==> config.mk <==
export PLATFORM = sky130hd
export DESIGN_NAME = mux_arb_n_flat
export DESIGN_NICKNAME = d
export VERILOG_FILES = /design/src/rtl/mux_arb_n_if.sv /design/src/rtl/mux_arb_n.sv /design/src/flat_wrapper.sv
export SDC_FILE = /design/constraint.sdc
export NUM_CORES = 1
export LEC_CHECK = 0
export ABC_AREA = 1
export CORE_MARGIN = 1.5
export CORE_UTILIZATION = 45
export CTS_CLUSTER_DIAMETER = 80
export DETAILED_ROUTE_END_ITERATION = 16
export PLACE_DENSITY = 0.83
export SYNTH_ARGS = -nofsm -noshare
export SYNTH_HDL_FRONTEND = slang
export SYNTH_SLANG_ARGS = --single-unit
==> constraint.sdc <==
create_clock -name clk -period 6.1 [get_ports clk]
set_clock_uncertainty 0.1 [all_clocks]
set_input_delay 1.525 -clock clk [delete_from_list [all_inputs] [get_ports clk]]
set_output_delay 1.525 -clock clk [all_outputs]
set_load 0.05 [all_outputs]
==> src/rtl/mux_arb_n_if.sv <==
// Bus bundle for the N-channel arbitrated mux: per-channel producer side
// (data/valid/ready, mask, mode) and the single registered consumer side.
interface mux_arb_n_if #(
    parameter int WIDTH = 4,
    parameter int N     = 4,
    parameter int IDW   = $clog2(N)
);
    logic                 mode;
    logic [N-1:0]         ch_mask;
    logic [N*WIDTH-1:0]   data_in;
    logic [N-1:0]         valid_in;
    logic [N-1:0]         ready_out;
    logic [WIDTH-1:0]     data_out;
    logic [IDW-1:0]       chan_out;
    logic                 valid_out;
    logic                 ready_in;

    // Arbiter side: consumes channel requests, drives the registered output.
    modport slave (
        input  mode, ch_mask, data_in, valid_in, ready_in,
        output ready_out, data_out, chan_out, valid_out
    );

    // Environment side: producers plus downstream consumer.
    modport master (
        output mode, ch_mask, data_in, valid_in, ready_in,
        input  ready_out, data_out, chan_out, valid_out
    );
endinterface

==> src/rtl/mux_arb_n.sv <==
// N-channel registered arbitrated multiplexer. One channel per cycle is
// granted (round-robin from a rotating pointer, or lowest-index-first) and
// its word is captured, with its channel index, into a single output register.
module mux_arb_n #(
    parameter int WIDTH = 4,
    parameter int N     = 4,
    parameter int IDW   = $clog2(N)
) (
    input  logic           clk,
    input  logic           reset,
    mux_arb_n_if.slave     bus
);

    logic [WIDTH-1:0] data_q, data_d;
    logic [IDW-1:0]   chan_q, chan_d;
    logic             valid_q, valid_d;
    logic [IDW-1:0]   ptr_q, ptr_d;

    logic             load;
    logic [N-1:0]     req;
    logic             gnt_vld;
    logic [IDW-1:0]   gnt_idx;
    logic [N-1:0]     gnt_onehot;
    logic [WIDTH-1:0] gnt_data;

    assign load = !valid_q || bus.ready_in;
    assign req  = bus.valid_in & bus.ch_mask;

    // Grant selection: loops run from the far end downwards so the last hit
    // written is the winner nearest the search start.
    always_comb begin
        int idx;
        idx     = 0;
        gnt_vld = 1'b0;
        gnt_idx = '0;
        if (load && (|req)) begin
            gnt_vld = 1'b1;
            if (bus.mode) begin
                for (int i = N - 1; i >= 0; i--) begin
                    if (req[i]) gnt_idx = IDW'(i);
                end
            end else begin
                for (int k = N - 1; k >= 0; k--) begin
                    idx = int'(ptr_q) + k;
                    if (idx >= N) idx = idx - N;
                    if (req[idx]) gnt_idx = IDW'(idx);
                end
            end
        end
    end

    // Grant decode and data select; ready is suppressed while reset is held
    // so no producer sees a handshake that the cleared registers will ignore.
    always_comb begin
        gnt_onehot          = '0;
        gnt_onehot[gnt_idx] = gnt_vld & ~reset;
        gnt_data            = bus.data_in[int'(gnt_idx) * WIDTH +: WIDTH];
    end

    assign bus.ready_out = gnt_onehot;

    // Next-state: capture on grant, drop valid on an empty load slot, hold on stall.
    always_comb begin
        data_d  = data_q;
        chan_d  = chan_q;
        valid_d = valid_q;
        ptr_d   = ptr_q;
        if (load) begin
            if (gnt_vld) begin
                data_d  = gnt_data;
                chan_d  = gnt_idx;
                valid_d = 1'b1;
                if (!bus.mode) begin
                    ptr_d = (gnt_idx == IDW'(N - 1)) ? '0 : gnt_idx + IDW'(1);
                end
            end else begin
                valid_d = 1'b0;
            end
        end
    end

    // Output register and round-robin pointer.
    always_ff @(posedge clk or posedge reset) begin
        if (reset) begin
            data_q  <= '0;
            chan_q  <= '0;
            valid_q <= 1'b0;
            ptr_q   <= '0;
        end else begin
            data_q  <= data_d;
            chan_q  <= chan_d;
            valid_q <= valid_d;
            ptr_q   <= ptr_d;
        end
    end

    assign bus.data_out  = data_q;
    assign bus.chan_out  = chan_q;
    assign bus.valid_out = valid_q;

endmodule

==> src/flat_wrapper.sv <==
// flat-port wrapper written by rule: the top's interface ports become plain ports
module mux_arb_n_flat 
#(
    parameter int WIDTH = 4,
    parameter int N     = 4,
    parameter int IDW   = $clog2(N)
)
  (clk, reset, bus_mode, bus_ch_mask, bus_data_in, bus_valid_in, bus_ready_in, bus_ready_out, bus_data_out, bus_chan_out, bus_valid_out);
  mux_arb_n_if #(.WIDTH(WIDTH), .N(N), .IDW(IDW)) bus_i ();
  input  logic clk;
  input  logic reset;
  input wire logic [$bits(bus_i.mode)-1:0] bus_mode;
  input wire logic [$bits(bus_i.ch_mask)-1:0] bus_ch_mask;
  input wire logic [$bits(bus_i.data_in)-1:0] bus_data_in;
  input wire logic [$bits(bus_i.valid_in)-1:0] bus_valid_in;
  input wire logic [$bits(bus_i.ready_in)-1:0] bus_ready_in;
  output wire logic [$bits(bus_i.ready_out)-1:0] bus_ready_out;
  output wire logic [$bits(bus_i.data_out)-1:0] bus_data_out;
  output wire logic [$bits(bus_i.chan_out)-1:0] bus_chan_out;
  output wire logic [$bits(bus_i.valid_out)-1:0] bus_valid_out;
  assign bus_i.mode = bus_mode;
  assign bus_i.ch_mask = bus_ch_mask;
  assign bus_i.data_in = bus_data_in;
  assign bus_i.valid_in = bus_valid_in;
  assign bus_i.ready_in = bus_ready_in;
  assign bus_ready_out = bus_i.ready_out;
  assign bus_data_out = bus_i.data_out;
  assign bus_chan_out = bus_i.chan_out;
  assign bus_valid_out = bus_i.valid_out;
  mux_arb_n #(.WIDTH(WIDTH), .N(N), .IDW(IDW)) u_core (.clk(clk), .reset(reset), .bus(bus_i));
endmodule
Word level (Yosys, flattened, before mapping):

Index checks and enable logic that the tools add are counted.

* register bits: 9
* input bits: 28
* output and inout port bits: 11

* $add $sub $neg: 8
* magnitude comparators: 10
* eq/ne operators: 1
* shift operators: 1
* multiplexer cells: 39
* bitwise gates (word level): 5
* reduce and logical (&&, ||, !) cells: 7

Operator list (count)
* two-way mux 32 bit: 12
* < comparator 32 x 4 -> 1 bit (second input constant): 4
* greater-or-equal comparator 32 x 4 -> 1 bit (second input constant): 3
* subtractor 32 x 4 -> 32 bit (second input constant): 3
* two-way mux 2 bit: 11
* indexed part select 16 x 5 -> 4 bit: 1
* two-way mux 1 bit: 11
* bitwise AND 4 bit: 2
* binary-select mux 1 bit (select 2 bit): 4
* adder 2 x 2 -> 3 bit (second input constant): 2
* OR reduction 4 bit: 1
* subtractor 2 x 3 -> 4 bit (second input constant): 1
* adder 2 x 1 -> 3 bit (second input constant): 1
* greater-or-equal comparator 2 x 3 -> 1 bit (second input constant): 1
* < comparator 2 x 3 -> 1 bit (second input constant): 1
* AND reduction 3 bit: 1
* adder 2 x 1 -> 2 bit (second input constant): 1
* demux 1 bit (select 2 bit): 1
* equality test 2 bit (second input constant): 1
* greater-or-equal comparator 2 x 1 -> 1 bit (second input constant): 1
* logical AND 1 bit: 2
* NOT 1 bit: 2
* AND reduction 2 bit: 1
* bitwise AND 1 bit: 1
* other kinds (2): 2

Longest topological paths before layout:

Gate-level depths: netlist (run 1).

* word-level depth: 19
* mapped depth: 17
* mapped depth without buffers: 15

Worst setup path after synthesis (run 1):

OpenSTA, ideal clock, no wires.

* kind: input to output
* start: input bus_valid_in[1]
* end: output bus_ready_out[0]
* arrival: 3288 ps
* data required time: 4475 ps
* path slack: 1187 ps
* stages on the path: 11
* path through: nand2_1 -> nand2_2 -> o21ai_4 -> inv_2 -> nand2_1 -> nand2_1 -> a21boi_4 -> inv_2 -> ha_1 -> inv_1 -> nor2_1

* longest elaborated chain between the ends: 15
* elaborated cells on any way between the ends: 31
* classes of those cells: 2 x order compare; 23 x mux; 3 x bitwise; 3 x reduce/logical

RTL lines
* from (decl): line flat_wrapper.sv:15 `input wire logic [$bits(bus_i.valid_in)-1:0] bus_valid_in;`
* bitwise AND 4 bit *: line mux_arb_n.sv:27 `assign req = bus.valid_in & bus.ch_mask;`
* binary-select mux 1 bit (select 2 bit): line mux_arb_n.sv:46 `if (req[idx]) gnt_idx = IDW'(idx);`
* two-way mux 1 bit (implied by the code) (2 in series): line mux_arb_n.sv:46
* two-way mux 2 bit (4 in series): line mux_arb_n.sv:46
* two-way mux 2 bit: line mux_arb_n.sv:38 `if (bus.mode) begin`
* two-way mux 2 bit *: line mux_arb_n.sv:36 `if (load && (|req)) begin`
* net u_core.gnt_idx[1]: line mux_arb_n.sv:22 `logic [IDW-1:0] gnt_idx;`
* < comparator 2 x 3 -> 1 bit (implied by the code) or greater-or-equal comparator 2 x 1 -> 1 bit (tied branches): line mux_arb_n.sv:56 `gnt_onehot[gnt_idx] = gnt_vld & ~reset;`
* logical AND 1 bit (implied by the code): line mux_arb_n.sv:56
* two-way mux 1 bit (implied by the code): line mux_arb_n.sv:56
* demux 1 bit (select 2 bit) *
* bitwise AND 4 bit (no line) *
* to (decl): line flat_wrapper.sv:17 `output wire logic [$bits(bus_i.ready_out)-1:0] bus_ready_out;`

The timed path passes the listed nets; every way through them passes the cells marked *. The select of a mux whose other input is x is not followed.

Worst setup path in the final report (run 1):

* start: input bus_ch_mask[3]
* end: output bus_ready_out[0]

* longest elaborated chain between the ends: 15
* elaborated cells on any way between the ends: 33
* classes of those cells: 2 x order compare; 25 x mux; 3 x bitwise; 3 x reduce/logical

RTL lines
* from (decl): line flat_wrapper.sv:13 `input wire logic [$bits(bus_i.ch_mask)-1:0] bus_ch_mask;`
* bitwise AND 4 bit *: line mux_arb_n.sv:27
* binary-select mux 1 bit (select 2 bit): line mux_arb_n.sv:46
* two-way mux 1 bit (implied by the code) (2 in series): line mux_arb_n.sv:46
* two-way mux 2 bit (4 in series): line mux_arb_n.sv:46
* two-way mux 2 bit: line mux_arb_n.sv:38
* two-way mux 2 bit *: line mux_arb_n.sv:36
* net u_core.gnt_idx[1]: line mux_arb_n.sv:22
* < comparator 2 x 3 -> 1 bit (implied by the code) or greater-or-equal comparator 2 x 1 -> 1 bit (tied branches): line mux_arb_n.sv:56
* logical AND 1 bit (implied by the code): line mux_arb_n.sv:56
* two-way mux 1 bit (implied by the code): line mux_arb_n.sv:56
* demux 1 bit (select 2 bit) *
* bitwise AND 4 bit (no line) *

Marks and branches as above.

==> results of run 1 <==
-- per-stage QoR --
stage | power [mW] | utilization | worst slack, ps | instances | hold WS (ps)
6_report | 0.428 | 0.686 | 339 | 217 | 384
5_1_grt | 0.465 | 0.686 | 127 | 217 | 418
4_1_cts | 0.428 | 0.686 | 355 | 217 | 389
3_5_place_dp | 0.381 | 0.673 | 359 | 213 | 369
3_3_place_gp | 0.373 | 0.673 | 407 | 213 | 374
2_1_floorplan | 0.307 | - | 1190 | 151 | 545
-- registers in the layout (all words and copies together) (netlist names) --
name	cells
u_core.bus.valid_out	1
u_core.bus.data_out	4
u_core.bus.chan_out	2
u_core.ptr_q	2
-- worst min-delay path by stage --
stage | end | slack (ps) | cells after the start
6_report | u_core.bus.data_out[2] | 380 | 2
5_1_grt | u_core.bus.data_out[2] | 420 | 2
4_1_cts | u_core.bus.data_out[2] | 390 | 2
3_5_place_dp | u_core.bus.data_out[2] | 370 | 2
3_3_place_gp | u_core.bus.data_out[1] | 370 | 2
2_1_floorplan | u_core.ptr_q[1] | 540 | 3
-- cell families after synthesis --
kind of cell             count (synthesis)
AO/OA/AOI/OAI                            9
adder cells (fa/ha/maj)                  4
buffers and inverters                   34
flip-flops                               9
AND/OR/NAND/NOR                         95
-- worst max-delay path, delay by kind of cell --
family | cells | cell delay, ps
buffers and inverters | 5 | 1500
AOI/OAI and AO/OA | 2 | 470
and+or+nand+nor | 5 | 460
adders and majority gates | 1 | 160
-- power by group through the flow --
stage                     registers, mW  clock network (mW)  logic, mW
after floorplan                   0.144                   0      0.163
after global placement            0.103                   0      0.270
after detailed placement          0.105                   0      0.277
after CTS                         0.104              0.0464      0.278
after global routing              0.107              0.0511      0.306
final                             0.103              0.0456      0.279
-- placed cells by master, fill, tap and decap left out, types with 2 or more instances in the layout --
master,n
nand2_1,53
clkdlybuf4s50_1,38
inv_1,25
nand3_1,22
dfrtp_1,9
nand2_2,6
nor2_1,6
inv_2,5
ha_1,4
nor2_2,3
clkbuf_4,3
a21oi_1,2
o21ai_0,2
-- per-layer routing --
layer / routed length, µm / global-route usage / part of all wire / vias to the layer above
met2: 1130 / 0.381 / 0.49 / 45
met4: 23 / 0.0714 / 0.0099 / 0
met5: 0 / 0 / 0 / -
met3: 156 / 0.0491 / 0.067 / 4
met1: 1020 / 0.261 / 0.44 / 466
li1: - / - / - / 541
-- final cells by class --
class	count	area, µm²	area share
clock buffer	4	26.3	0.0193
multi-input combinational	108	576	0.423
tap	27	33.8	0.0248
inverter	31	119	0.0874
sequential	9	225	0.166
timing repair buffer	38	380	0.280
==> results.yml, run 1 <==
yosys:
  synth_edf_count: 0
  ys_types: 24
  syn_avg_cell_area_um2: 6.29
  synth.area.top_cells: "dfrtp_1, nand2_1, nand3_1, inv_1, ha_1"
  synth_top_family_by_area: "simple AND/OR/NAND/NOR gates"
  yosysWarnings: 0
  synth_ff_type: "dfrtp_1"
  syn_nets: 183
  synth-xor-area-share: 0
  synthAdderAreaFrac: 0.0527
  syn_area_um2: 950
  ys_seq_area_frac: 0.237
  ys_ff_latch: 9
  yosysMostFrequentCell: "nand2_1"
  synth-compound-area-share: 0.0896
  synth_area_leader_cell: "dfrtp_1"
  synthTopCellsByCount: "nand2_1, inv_1, nand3_1, dfrtp_1"
  yosysTopAreaCellShare: 0.237
  synth-simple-area-share: 0.464
  synthArstFlopShare: 1.00
  synthMuxAreaShare: 0
  netlist_instances: 151
global_route:
  grt_max_degree: 14
  grt.overflow.total: 0
  first_global_vias: 1009
  track_usage: 0.217
  grt_pass1_wl_mm: 4.15
  antenna_found_initial: 0
worst_setup_path:
  cp-end-kind: "output port"
  worst-r2r-setup-slack_ps: 3920
  crit_path_end: "bus_ready_out[0]"
  worstPathRequired_ps: 4470
  crit_top_cell: "nand2_1"
  slowest_stage: "clkdlybuf4s50_1"
  startpoint: "bus_ch_mask[3]"
  crit_chain: "clkdlybuf4s50_1, nand2_1, nand2_1, o21ai_4, inv_2, nand2_1, nand2_1, a21boi_4, inv_2, ha_1, inv_1, nor2_1, clkdlybuf4s50_1"
  arrival_ps: 4140
  critPathMaxFanout: 10
  setup.worst_path.start_class: "input pin"
  reg2reg_from: "u_core.ptr_q[0]"
  worstReg2RegEnd: "u_core.ptr_q[1]"
  cpPeakStageDelay_ps: 800
  critPathKind: "input pin to output port"
  rr_worst_depth: 14
placement:
  gp_congestion: 0.824
  numPortBuffers: 38
  dpl_cell_area_mm2: 0.00133
  dp_hpwl_mm: 1.93
clock_tree:
  htreeDepth: 1
  root_buffer: "clkbuf_4"
  cts_setup_buffers: 0
  hold_buffers: 0
  clk_latency_ps: 250
  cts_resized: 0
  clock_path_buffers: 2
  cts_sinks: 9
  cts_tree: "yes"
  numCtsBuffers: 3
  cts.clk_slew.worst_paths_ps: 60
pwr:
  p_sw_frac: 0.523
  p_comb_frac: 0.652
  internal_power_mw: 0.204
  seqPwrFrac: 0.241
  ir_drop_mv: 0.174
  p_leak_nw: 0.724
  switchingPower_mw: 0.224
  clockPowerShare: 0.106
  p_per_area_mw_per_mm2: 315
timing:
  slew_violations: 0
  timing.slew.headroom: 0.655
  hold_viol: 0
  worst_pin_slew_ps: 515
  rsz0062_at_grt: "false"
  finalSetupViolations: 0
  fin_tns_setup_ps: 0
  clock.fmax_mhz: 174
  min_period_over_period: 0.944
  fin_crit_ps: 5760
floorplanning:
  fp.dieH_um: 48.9
  core_area_mm2: 0.00198
  pin_count: 39
  chipWidth_um: 48.9
  initial_core_util: 0.479
  dieArea_mm2: 0.00240
  core.rowCount: 16
flow_run:
  cap_violations: 0
final_layout:
  design_area_mm2: 0.00136
  n_antenna_cell: 0
  syn_to_final_growth_pct: 43.2
  fill_cells: 167
  nNetsFinal: 223
  drive_above_1_share: 0.132
routing:
  avgViaCountPerCell: 4.87
  totalWireLength_mm: 2.33
  drc: 0
  wire_per_inst_um: 10.7
  drtAntennaViolNets: 0
  first_iter_violations: 35
  vias: 1056
  dr.pass1.iters: 4
run_status:
  status: "finished clean"
hold_path:
  hold_start: "u_core.bus.data_out[2]"
  hold_path.class: "register to register"
Power figures use the tool's default switching activity.
==> run 2: changes to the inputs <==
- SLEW_MARGIN: default -> 20
==> results of run 2 <==
No change in the layout: final DEF, timing and power equal those of run 1.
==> run 3: changes to the inputs <==
- clock period: 6.1 -> 7.2 ns (I/O delays scaled with it)
==> results of run 3 <==
The final DEF is identical to that of run 1. Status: finished clean.
Among the figures that moved: setup slack after placement 359 ps -> 909 ps; setup slack after layout 339 ps -> 889 ps; register-to-register setup slack 3920 ps -> 5020 ps; total power 0.428 mW -> 0.363 mW; worst IR drop on VDD 0.174 mV -> 0.148 mV
